**src/rtl/rvc_fetch.sv**
```systemverilog
// -----------------------------------------------------------------------------
// rvc_fetch -- instruction fetch front end for an RV32IC core.
//
// Drives word addresses to a synchronous instruction memory. Read data comes
// back one cycle after the address. The returned words are realigned into
// 16-bit compressed and 32-bit instructions, which go to decode one per
// valid/ready handshake. A 32-bit instruction that crosses a word boundary
// has its low half parked in a hold buffer while the next word is read.
//
// Optional feature macro: FETCH_RVC_EN
//   defined   : compressed / straddle realignment enabled
//   undefined : every word is a 32-bit instruction, PCs are word aligned
//
// Ports
//   clk                 clock, all state changes on posedge
//   reset               synchronous active-high reset
//   imem_addr           word address to the instruction memory
//   imem_rdata          read data for the address of the previous cycle
//   redirect_valid      PC redirect request (priority over all but reset)
//   redirect_pc         redirect target byte address
//   instr_valid         instr / instr_pc / instr_is_compressed valid
//   instr_ready         decode accepts the presented instruction
//   instr               instruction, compressed ones zero-extended
//   instr_pc            byte PC of instr
//   instr_is_compressed instr is a 16-bit instruction
// -----------------------------------------------------------------------------
module rvc_fetch #(
  parameter int          ADDR_WIDTH = 11,
  parameter int          DATA_WIDTH = 32,
  parameter logic [31:0] RESET_PC   = 32'h0000_0000
) (
  input  logic                  clk,
  input  logic                  reset,
  output logic [ADDR_WIDTH-1:0] imem_addr,
  input  logic [DATA_WIDTH-1:0] imem_rdata,
  input  logic                  redirect_valid,
  input  logic [31:0]           redirect_pc,
  output logic                  instr_valid,
  input  logic                  instr_ready,
  output logic [31:0]           instr,
  output logic [31:0]           instr_pc,
  output logic                  instr_is_compressed
);

  localparam logic RST_ISSUE = 1'b0;
  localparam logic RUN       = 1'b1;

  logic        fsm;
  logic [31:0] cur_pc;
  logic        cur_valid;

  logic        run;       // imem_rdata holds the word of cur_pc
  logic        cand_valid;
  logic [31:0] cand_instr;
  logic [31:0] cand_pc;
  logic        cand_comp;
  logic [31:0] pc_after;  // cur_pc after the candidate is accepted
  logic        transfer;
  logic        straddle;
  logic [31:0] redirect_target;
  logic [31:0] next_pc;

`ifdef FETCH_RVC_EN
  logic        hold_valid;
  logic [15:0] hold_half;
  logic [31:0] hold_pc;
  logic        off;
  assign off             = cur_pc[1];
  assign redirect_target = redirect_pc & 32'hFFFF_FFFE;
`else
  assign redirect_target = redirect_pc & 32'hFFFF_FFFC;
`endif

  assign run = (fsm == RUN) && cur_valid;

  // Candidate instruction decoded from the current word (and hold buffer).
  // NOTE: every signal gets a default at the top of always_comb so no path
  // leaves it unassigned, which would otherwise infer a latch.
  always_comb begin
    cand_valid = 1'b0;
    cand_instr = 32'h0;
    cand_pc    = cur_pc;
    cand_comp  = 1'b0;
    pc_after   = cur_pc;
    straddle   = 1'b0;
`ifdef FETCH_RVC_EN
    if (hold_valid) begin
      cand_valid = 1'b1;
      cand_instr = {imem_rdata[15:0], hold_half};
      cand_pc    = hold_pc;
      pc_after   = hold_pc + 32'd4;
    end else if (!off) begin
      cand_valid = 1'b1;
      if (imem_rdata[1:0] != 2'b11) begin
        cand_instr = {16'h0, imem_rdata[15:0]};
        cand_comp  = 1'b1;
        pc_after   = cur_pc + 32'd2;
      end else begin
        cand_instr = imem_rdata;
        pc_after   = cur_pc + 32'd4;
      end
    end else if (imem_rdata[17:16] != 2'b11) begin
      cand_valid = 1'b1;
      cand_instr = {16'h0, imem_rdata[31:16]};
      cand_comp  = 1'b1;
      pc_after   = cur_pc + 32'd2;
    end else begin
      // Upper half starts a 32-bit instruction: park it, read the next word.
      straddle = 1'b1;
      pc_after = cur_pc + 32'd2;
    end
`else
    cand_valid = 1'b1;
    cand_instr = imem_rdata;
    pc_after   = cur_pc + 32'd4;
`endif
  end

  always_comb begin
    instr_valid         = 1'b0;
    instr               = 32'h0;
    instr_pc            = 32'h0;
    instr_is_compressed = 1'b0;
    if (!reset && !redirect_valid && run && cand_valid) begin
      instr_valid         = 1'b1;
      instr               = cand_instr;
      instr_pc            = cand_pc;
      instr_is_compressed = cand_comp;
    end
  end

  assign transfer = instr_valid && instr_ready;

  // The memory registers the address, so the address driven now is the word
  // of the cur_pc value that will be loaded at this clock edge.
  always_comb begin
    next_pc = cur_pc;
    if (reset) begin
      next_pc = RESET_PC;
    end else if (redirect_valid) begin
      next_pc = redirect_target;
    end else if (run && (transfer || straddle)) begin
      next_pc = pc_after;
    end
  end

  assign imem_addr = next_pc[ADDR_WIDTH+1:2];

  // NOTE: sequential state uses non-blocking assignments so every register
  // samples the pre-edge values regardless of statement order.
  always_ff @(posedge clk) begin
    if (reset) begin
      fsm       <= RST_ISSUE;
      cur_pc    <= RESET_PC;
      cur_valid <= 1'b0;
    end else begin
      cur_pc <= next_pc;
      if (redirect_valid || fsm == RST_ISSUE) begin
        fsm       <= RUN;
        cur_valid <= 1'b1;
      end
    end
  end

`ifdef FETCH_RVC_EN
  always_ff @(posedge clk) begin
    if (reset || redirect_valid) begin
      hold_valid <= 1'b0;
    end else if (run && straddle) begin
      hold_valid <= 1'b1;
    end else if (transfer) begin
      hold_valid <= 1'b0;
    end
  end

  // NOTE: the hold payload is not reset; it is only ever read while
  // hold_valid is set, and hold_valid is cleared by reset.
  always_ff @(posedge clk) begin
    if (run && straddle && !reset && !redirect_valid) begin
      hold_half <= imem_rdata[31:16];
      hold_pc   <= cur_pc;
    end
  end
`endif

endmodule

```
**config.mk**
```make
export PLATFORM = sky130hd
export DESIGN_NAME = rvc_fetch
export DESIGN_NICKNAME = d
export VERILOG_FILES = /design/src/rtl/rvc_fetch.sv
export SDC_FILE = /design/constraint.sdc
export NUM_CORES = 1
export LEC_CHECK = 0
export ABC_AREA = 1
export ABC_CLOCK_PERIOD_IN_PS = 2200
export BUFFER_PORTS_ARGS = -buffer_cell sky130_fd_sc_hd__buf_4
export CORE_ASPECT_RATIO = 0.5
export CORE_UTILIZATION = 50
export DETAILED_ROUTE_END_ITERATION = 12
export GPL_ROUTABILITY_DRIVEN = 0
export HOLD_SLACK_MARGIN = 0.03
export PLACE_DENSITY = 0.88
export SKIP_LAST_GASP = 1
export SLEW_MARGIN = 20
export SYNTH_ARGS = -nofsm -noshare
export SYNTH_HDL_FRONTEND = slang
export SYNTH_SLANG_ARGS = --single-unit
```
**constraint.sdc**
```tcl
create_clock -name clk -period 2.2 [get_ports clk]
set_clock_uncertainty 0.1 [all_clocks]
set_input_delay 0.11 -clock clk [delete_from_list [all_inputs] [get_ports clk]]
set_output_delay 0.11 -clock clk [all_outputs]
set_load 0.01 [all_outputs]
```
==> qor.csv, run 1 <==
stage,metric,value,unit
synthesis,Yosys top cell area share,0.2264,
power,switching share of power,0.2894,
synthesis,syn_area_per_cell,5.418,sq um
die,Die Span Y,54.36,um
synthesis,"Warnings, synthesis",0,
critical_path,FF-to-FF path depth,7,
die,boundary pin count,145,
final_layout,share of layout cells above drive strength 1,0.2645,
final_layout,register area,620.6,sq um
synthesis,Post-Syn Instances,506,
die,Initial Util,0.5386,
final_layout,fin cells,709,
critical_path,Arrival @ worst endpoint,1.82,ns
die,Core Box Area,0.005090,sq mm
power,net switching power figure,0.4545,mW
synthesis,sequential cell area fraction in the yosys report,0.2264,
timing,minimum clock period,2.032,ns
global_routing,gr ovfl total,0,
final_layout,FILL cells,435,
critical_path,Reg2Reg Setup Slack,0.60,ns
clock_network,Root Driver,clkbuf_8,
final_layout,Final #Nets,708,
placement,Post-DP HPWL,6.077,mm
clock_network,Inserted Clock Buffers,5,
timing,RSZ-0062 raised after global routing,no,
timing,setup slack after layout,0.1677,ns
global_routing,number of antenna violations at the first check in global routing,0,
critical_path,Crit path required time,1.99,ns
worst_hold_path,Hold Crit Depth,5,
final_layout,fin util,0.7694,
critical_path,peak fanout along the critical path,6,
power,maximum resistive drop on vdd,250.5,uV
synthesis,Post-Syn Area,0.002741,sq mm
power,Pwr Density,401.0,mW/mm^2
power,sequential power share,0.405,
final_layout,Area Growth Syn to Fin,42.86,%
critical_path,CP Capture Type,primary output,
critical_path,Crit Reg-Reg Startpoint,cand_pc[7]$_SDFF_PP0_,
synthesis,main area contributors after synthesis,"dfxtp_1 23%, inv_1 15%, nand2_1 15%, nor2_1 15%, nand3_1 7.3%",
clock_network,H-tree depth,2,
power,total power,1.570,mW
critical_path,startpoint types,register,
global_routing,pin count of the biggest net entering global routing,52,
final_layout,Multi-input gate area,0.001599,sq mm
critical_path,crit path kind,register to primary output,
placement,pre-CTS setup slack,0.4523,ns
power,Leak Pwr,2.030,nW
status,outcome,completed,
global_routing,GRT Util Overall,0.2612,
clock_network,Bufs on Longest Clock Path,2,
clock_network,Clock Latency Late Sink,0.28,ns
final_layout,antenna cells,0,
timing,max-slew violation count,0,
global_routing,first-pass GRT wire length,12.02,mm
timing,Fin Setup TNS,0,ns
timing,Tcrit/Tclk final,0.9238,
synthesis,synthesis-stage register bit count,31,
worst_hold_path,HP Start,redirect_pc[8],
die,Die Width,106.7,um
global_routing,number of global-route vias before repair,2750,
timing,final hold vios,0,
power,Int Pwr,1.116,mW
placement,placed insts,700,
die,DIE AREA,0.005801,sq mm
route,WL per Instance,10.99,um
critical_path,RR Endpoint,cand_pc[9]$_SDFF_PP0_,
timing,fmax,492.1,MHz
route,drt total wl,7.792,mm
flow_run,maxcap violations,0,
route,Iter 0 DRT Violations,148,
synthesis,leading area contributor after synthesis,dfxtp_1,
power,clock power share,0.348,
power,Comb power frac,0.247,
route,Post-route DRC,0,
synthesis,Netlist cell types,30,
clock_network,clock sink count,31,
worst_hold_path,worst hold path class,input pin to register,
worst_hold_path,WHS Endpoint,cand_pc[8]$_SDFF_PP0_,
route,vias per inst,4.678,
route,vias post-DR,3317,
route,antenna violation net count after detailed routing,0,
clock_network,CTS tree,yes,
final_layout,"commonest non-fill, non-tap cell in the layout",buf_4,
timing,Final setup viols,0,
placement,IO Port Bufs,139,
clock_network,"Reg clk slew, reported paths",0.06,ns
final_layout,"commonest non-fill, non-tap cells in the layout","142 x buf_4, 108 x inv_1, 107 x nor2_1, 107 x nand2_1, 40 x nand3_1",
die,FP Rows,18,
route,DR pass1 iterations,4,
==> synthesized netlist by cell type <==
cell type,instances
inv_1,108
nand2_1,107
nor2_1,107
nand3_1,40
dfxtp_1,31
a21oi_1,21
o21ai_1,20
o21ai_0,14
clkbuf_1,8
nor2_4,8
buf_4,5
a31oi_1,4
buf_2,4
nor2_2,4
nand2_2,3
nor3_1,3
and2_1,2
buf_6,2
nand2_4,2
nand4_1,2
o211ai_1,2
buf_1,1
conb_1,1
ha_1,1
inv_2,1
inv_8,1
nand2_8,1
nand3_4,1
o221ai_1,1
xor2_1,1
==> metrics by stage <==
stage	cell area, sq um	hold slack (ns)
4_1_cts	3911	0.05565
3_5_place_dp	3789	0.2779
3_3_place_gp	3789	0.2554
5_1_grt	3916	0.08696
2_1_floorplan	2749	0.1582
6_report	3916	0.05731
==> worst max path at each step <==
| stage | from | to | slack (ns) | depth (start not counted) |
|---|---|---|---|---|
| 4_1_cts | cand_pc[3]$_SDFF_PP0_ | imem_addr[10] | 0.12 | 11 |
| 2_1_floorplan | cand_pc[3]$_SDFF_PP0_ | imem_addr[10] | 0.68 | 10 |
| 6_report | cand_pc[7]$_SDFF_PP0_ | imem_addr[7] | 0.17 | 8 |
| 3_3_place_gp | cand_pc[3]$_SDFF_PP0_ | imem_addr[10] | 0.48 | 11 |
| 3_5_place_dp | cand_pc[3]$_SDFF_PP0_ | imem_addr[10] | 0.45 | 11 |
| 5_1_grt | cand_pc[7]$_SDFF_PP0_ | imem_addr[7] | 0.03 | 8 |
==> power groups by stage <==
stage | Clock [mW] | Sequential [mW] | Combinational (mW)
floorplan | 0 | 0.638 | 0.214
detailed placement | 0 | 0.647 | 0.384
finish | 0.547 | 0.635 | 0.388
CTS | 0.549 | 0.635 | 0.389
global route | 0.577 | 0.640 | 0.435
global placement | 0 | 0.646 | 0.376
==> layout make-up <==
cell class | instances | share of cell area
Multi-Input combinational cell | 347 | 0.4083
Tap cell | 70 | 0.02236
Timing Repair Buffer | 144 | 0.2773
Inverter | 110 | 0.1073
Sequential cell | 31 | 0.1585
Clock buffer | 6 | 0.01853
Clock inverter | 1 | 0.007668
==> registers in the layout, summed over array words and instances, names as in the netlist <==
name       flops
cand_pc       30
cur_valid      1
==> metal layers <==
layer  part of all wire  up-vias  GRT usage
li1                   -     1782          -
met1               0.46     1440     0.3411
met2               0.49       91     0.4656
met3              0.049        4    0.04405
met4             0.0051        0    0.05251
met5                  0        -          0
==> cell families after synthesis <==
kind of cell               share of synthesized area
AOI/OAI and AO/OA                             0.1182
and+or+nand+nor                               0.4514
DFF                                           0.2264
other                                       0.001368
xor gates and xnor gates                    0.003195
adders and majority gates                   0.004563
buffers and inverters                         0.1949
==> what timing repair did <==
action	in CTS	in global routing
setup endpoints to repair	0	2
hold buffers	2	0
resized for setup	0	1
endpoints found under the hold margin	2	0
buffers inserted	0	0
==> worst max-delay path, cell delays in order, from the launching register on <==
cell,delay (ns)
dfxtp_1,0.42
nand2_1,0.08
nor2_1,0.17
nand2_1,0.21
o21ai_0,0.23
nand3_1,0.11
o211ai_1,0.12
inv_1,0.06
buf_4,0.14
No activity file was read; power rests on OpenSTA's default activity.
==> inputs of run 2 (changes only) <==
--- a/config.mk
+++ b/config.mk
@@ -13,7 +13,7 @@
 export DETAILED_ROUTE_END_ITERATION = 12
 export GPL_ROUTABILITY_DRIVEN = 0
 export HOLD_SLACK_MARGIN = 0.03
-export PLACE_DENSITY = 0.88
+export PLACE_DENSITY = 0.95
 export SKIP_LAST_GASP = 1
 export SLEW_MARGIN = 20
 export SYNTH_ARGS = -nofsm -noshare
==> run 2 against run 1 <==
Worst hold slack worse by 0.020 ns. Die area stayed put. Fmax is 1.4% lower. First-iteration DRC count is 20% higher. Non-clock buffer count is 3 higher. Highest routed layer unchanged. Via count is 6.2% higher. Register-to-register slack worse by 0.06 ns. Sequential power hardly changed. Combinational power is 3% higher. Utilization is 0.76 points higher. Critical path depth stayed put.
==> qor.csv, run 2 (same netlist as run 1, synthesis figures left out) <==
stage,metric,value,unit
power,switching share of power,0.3088,
clock_network,clock sink count,31,
clock_network,Bufs on Longest Clock Path,2,
placement,IO Port Bufs,139,
flow_run,maxcap violations,0,
global_routing,number of global-route vias before repair,2818,
global_routing,number of antenna violations at the first check in global routing,0,
critical_path,startpoint types,register,
clock_network,H-tree depth,2,
global_routing,gr ovfl total,0,
route,antenna violation net count after detailed routing,0,
power,maximum resistive drop on vdd,235.6,uV
global_routing,first-pass GRT wire length,12.32,mm
power,Pwr Density,392.1,mW/mm^2
final_layout,Multi-input gate area,0.001613,sq mm
die,Die Span Y,54.36,um
critical_path,CP Capture Type,primary output,
die,FP Rows,18,
final_layout,antenna cells,0,
route,vias post-DR,3522,
critical_path,peak fanout along the critical path,6,
timing,max-slew violation count,0,
final_layout,"commonest non-fill, non-tap cells in the layout","145 x buf_4, 108 x inv_1, 107 x nor2_1, 107 x nand2_1, 40 x nand3_1",
timing,minimum clock period,2.060,ns
timing,final hold vios,0,
route,drt total wl,8.400,mm
final_layout,register area,621.8,sq um
timing,fmax,485.3,MHz
timing,Final setup viols,0,
timing,RSZ-0062 raised after global routing,no,
power,Int Pwr,1.072,mW
route,WL per Instance,11.76,um
power,Comb power frac,0.257,
route,DR pass1 iterations,4,
route,Post-route DRC,0,
route,vias per inst,4.933,
final_layout,Final #Nets,712,
clock_network,"Reg clk slew, reported paths",0.07,ns
die,boundary pin count,145,
critical_path,Arrival @ worst endpoint,1.85,ns
final_layout,share of layout cells above drive strength 1,0.2748,
timing,Fin Setup TNS,0,ns
power,Leak Pwr,2.045,nW
die,Die Width,106.7,um
clock_network,Inserted Clock Buffers,5,
timing,Tcrit/Tclk final,0.9366,
placement,Post-DP HPWL,5.973,mm
global_routing,pin count of the biggest net entering global routing,45,
route,Iter 0 DRT Violations,177,
power,net switching power figure,0.4789,mW
clock_network,Clock Latency Late Sink,0.29,ns
final_layout,"commonest non-fill, non-tap cell in the layout",buf_4,
global_routing,GRT Util Overall,0.2676,
power,sequential power share,0.411,
critical_path,crit path kind,register to primary output,
die,Initial Util,0.5386,
power,clock power share,0.331,
die,DIE AREA,0.005801,sq mm
clock_network,Root Driver,clkbuf_8,
die,Core Box Area,0.005090,sq mm
worst_hold_path,worst hold path class,input pin to register,
final_layout,Area Growth Syn to Fin,44.27,%
power,total power,1.551,mW
final_layout,FILL cells,386,
final_layout,max reg flops,30,
clock_network,CTS tree,yes,
status,outcome,completed,
critical_path,Crit path required time,1.99,ns
==> run 2: worst paths after layout <==
check / cells after the start / start / slack [ns] / end
setup / recovery: 8 / cand_pc[6]$_SDFF_PP0_ / 0.14 / imem_addr[7]
hold / removal: 3 / redirect_pc[5] / 0.04 / cand_pc[5]$_SDFF_PP0_
setup reg to reg: 7 / cur_valid$_SDFFE_PP0P_ / 0.54 / cand_pc[13]$_SDFFE_PP0P_
hold reg to reg: 2 / cand_pc[3]$_SDFF_PP0_ / 0.45 / cand_pc[3]$_SDFF_PP0_
==> run 2: area by class of cell <==
class	count	share of cell area
Clock buffer	7	0.02436
Clock inverter	1	0.001898
Inverter	110	0.1063
Multi-Input combinational cell	348	0.4078
Sequential cell	31	0.1572
Tap cell	70	0.02214
Timing Repair Buffer	147	0.2803
==> run 2: power groups by stage <==
stage / logic [mW] / clock network, mW / registers, mW
2_1_floorplan: 0.214 / 0 / 0.638
3_3_place_gp: 0.374 / 0 / 0.646
3_5_place_dp: 0.382 / 0 / 0.648
4_1_cts: 0.389 / 0.515 / 0.635
5_1_grt: 0.441 / 0.548 / 0.642
6_report: 0.399 / 0.514 / 0.638
==> run 2: through the flow <==
step                      setup slack (ns)  instance area, sq um  std cells  utilization  hold slack (ns)
after floorplan                     0.6777                  2749        508            -           0.1582
after global placement              0.4875                  3789        700       0.7443           0.2587
after detailed placement            0.3982                  3789        700       0.7443           0.2701
after CTS                          0.08390                  3913        710       0.7687          0.03746
after global routing               0.04210                  3955        714       0.7770          0.06039
final                               0.1395                  3955        714       0.7770          0.03721
==> run 2: worst max-delay path, cell delays in order, from the launching register on <==
cell and delay (ns):
dfxtp_1 0.38, nand2_1 0.09, nor2_1 0.17, nand2_1 0.22
o21ai_0 0.22, nand3_1 0.10, o211ai_1 0.15, inv_1 0.08
buf_4 0.16
==> run 2: per-layer routing <==
layer / GRT usage / routed length [um] / up-vias / part of all wire
met5: 0 / 0 / - / 0
met3: 0.05238 / 701 / 26 / 0.083
met1: 0.3362 / 3441 / 1542 / 0.41
li1: - / - / 1793 / -
met2: 0.4774 / 4092 / 161 / 0.49
met4: 0.08219 / 165 / 0 / 0.020
==> run 2: timing repair <==
item | 4_1_cts | 5_1_grt
setup buffers | 0 | 3
hold buffers | 2 | 0
setup endpoints to repair | 0 | 3
gates resized for setup | 0 | 3
endpoints found under the hold margin | 2 | 0
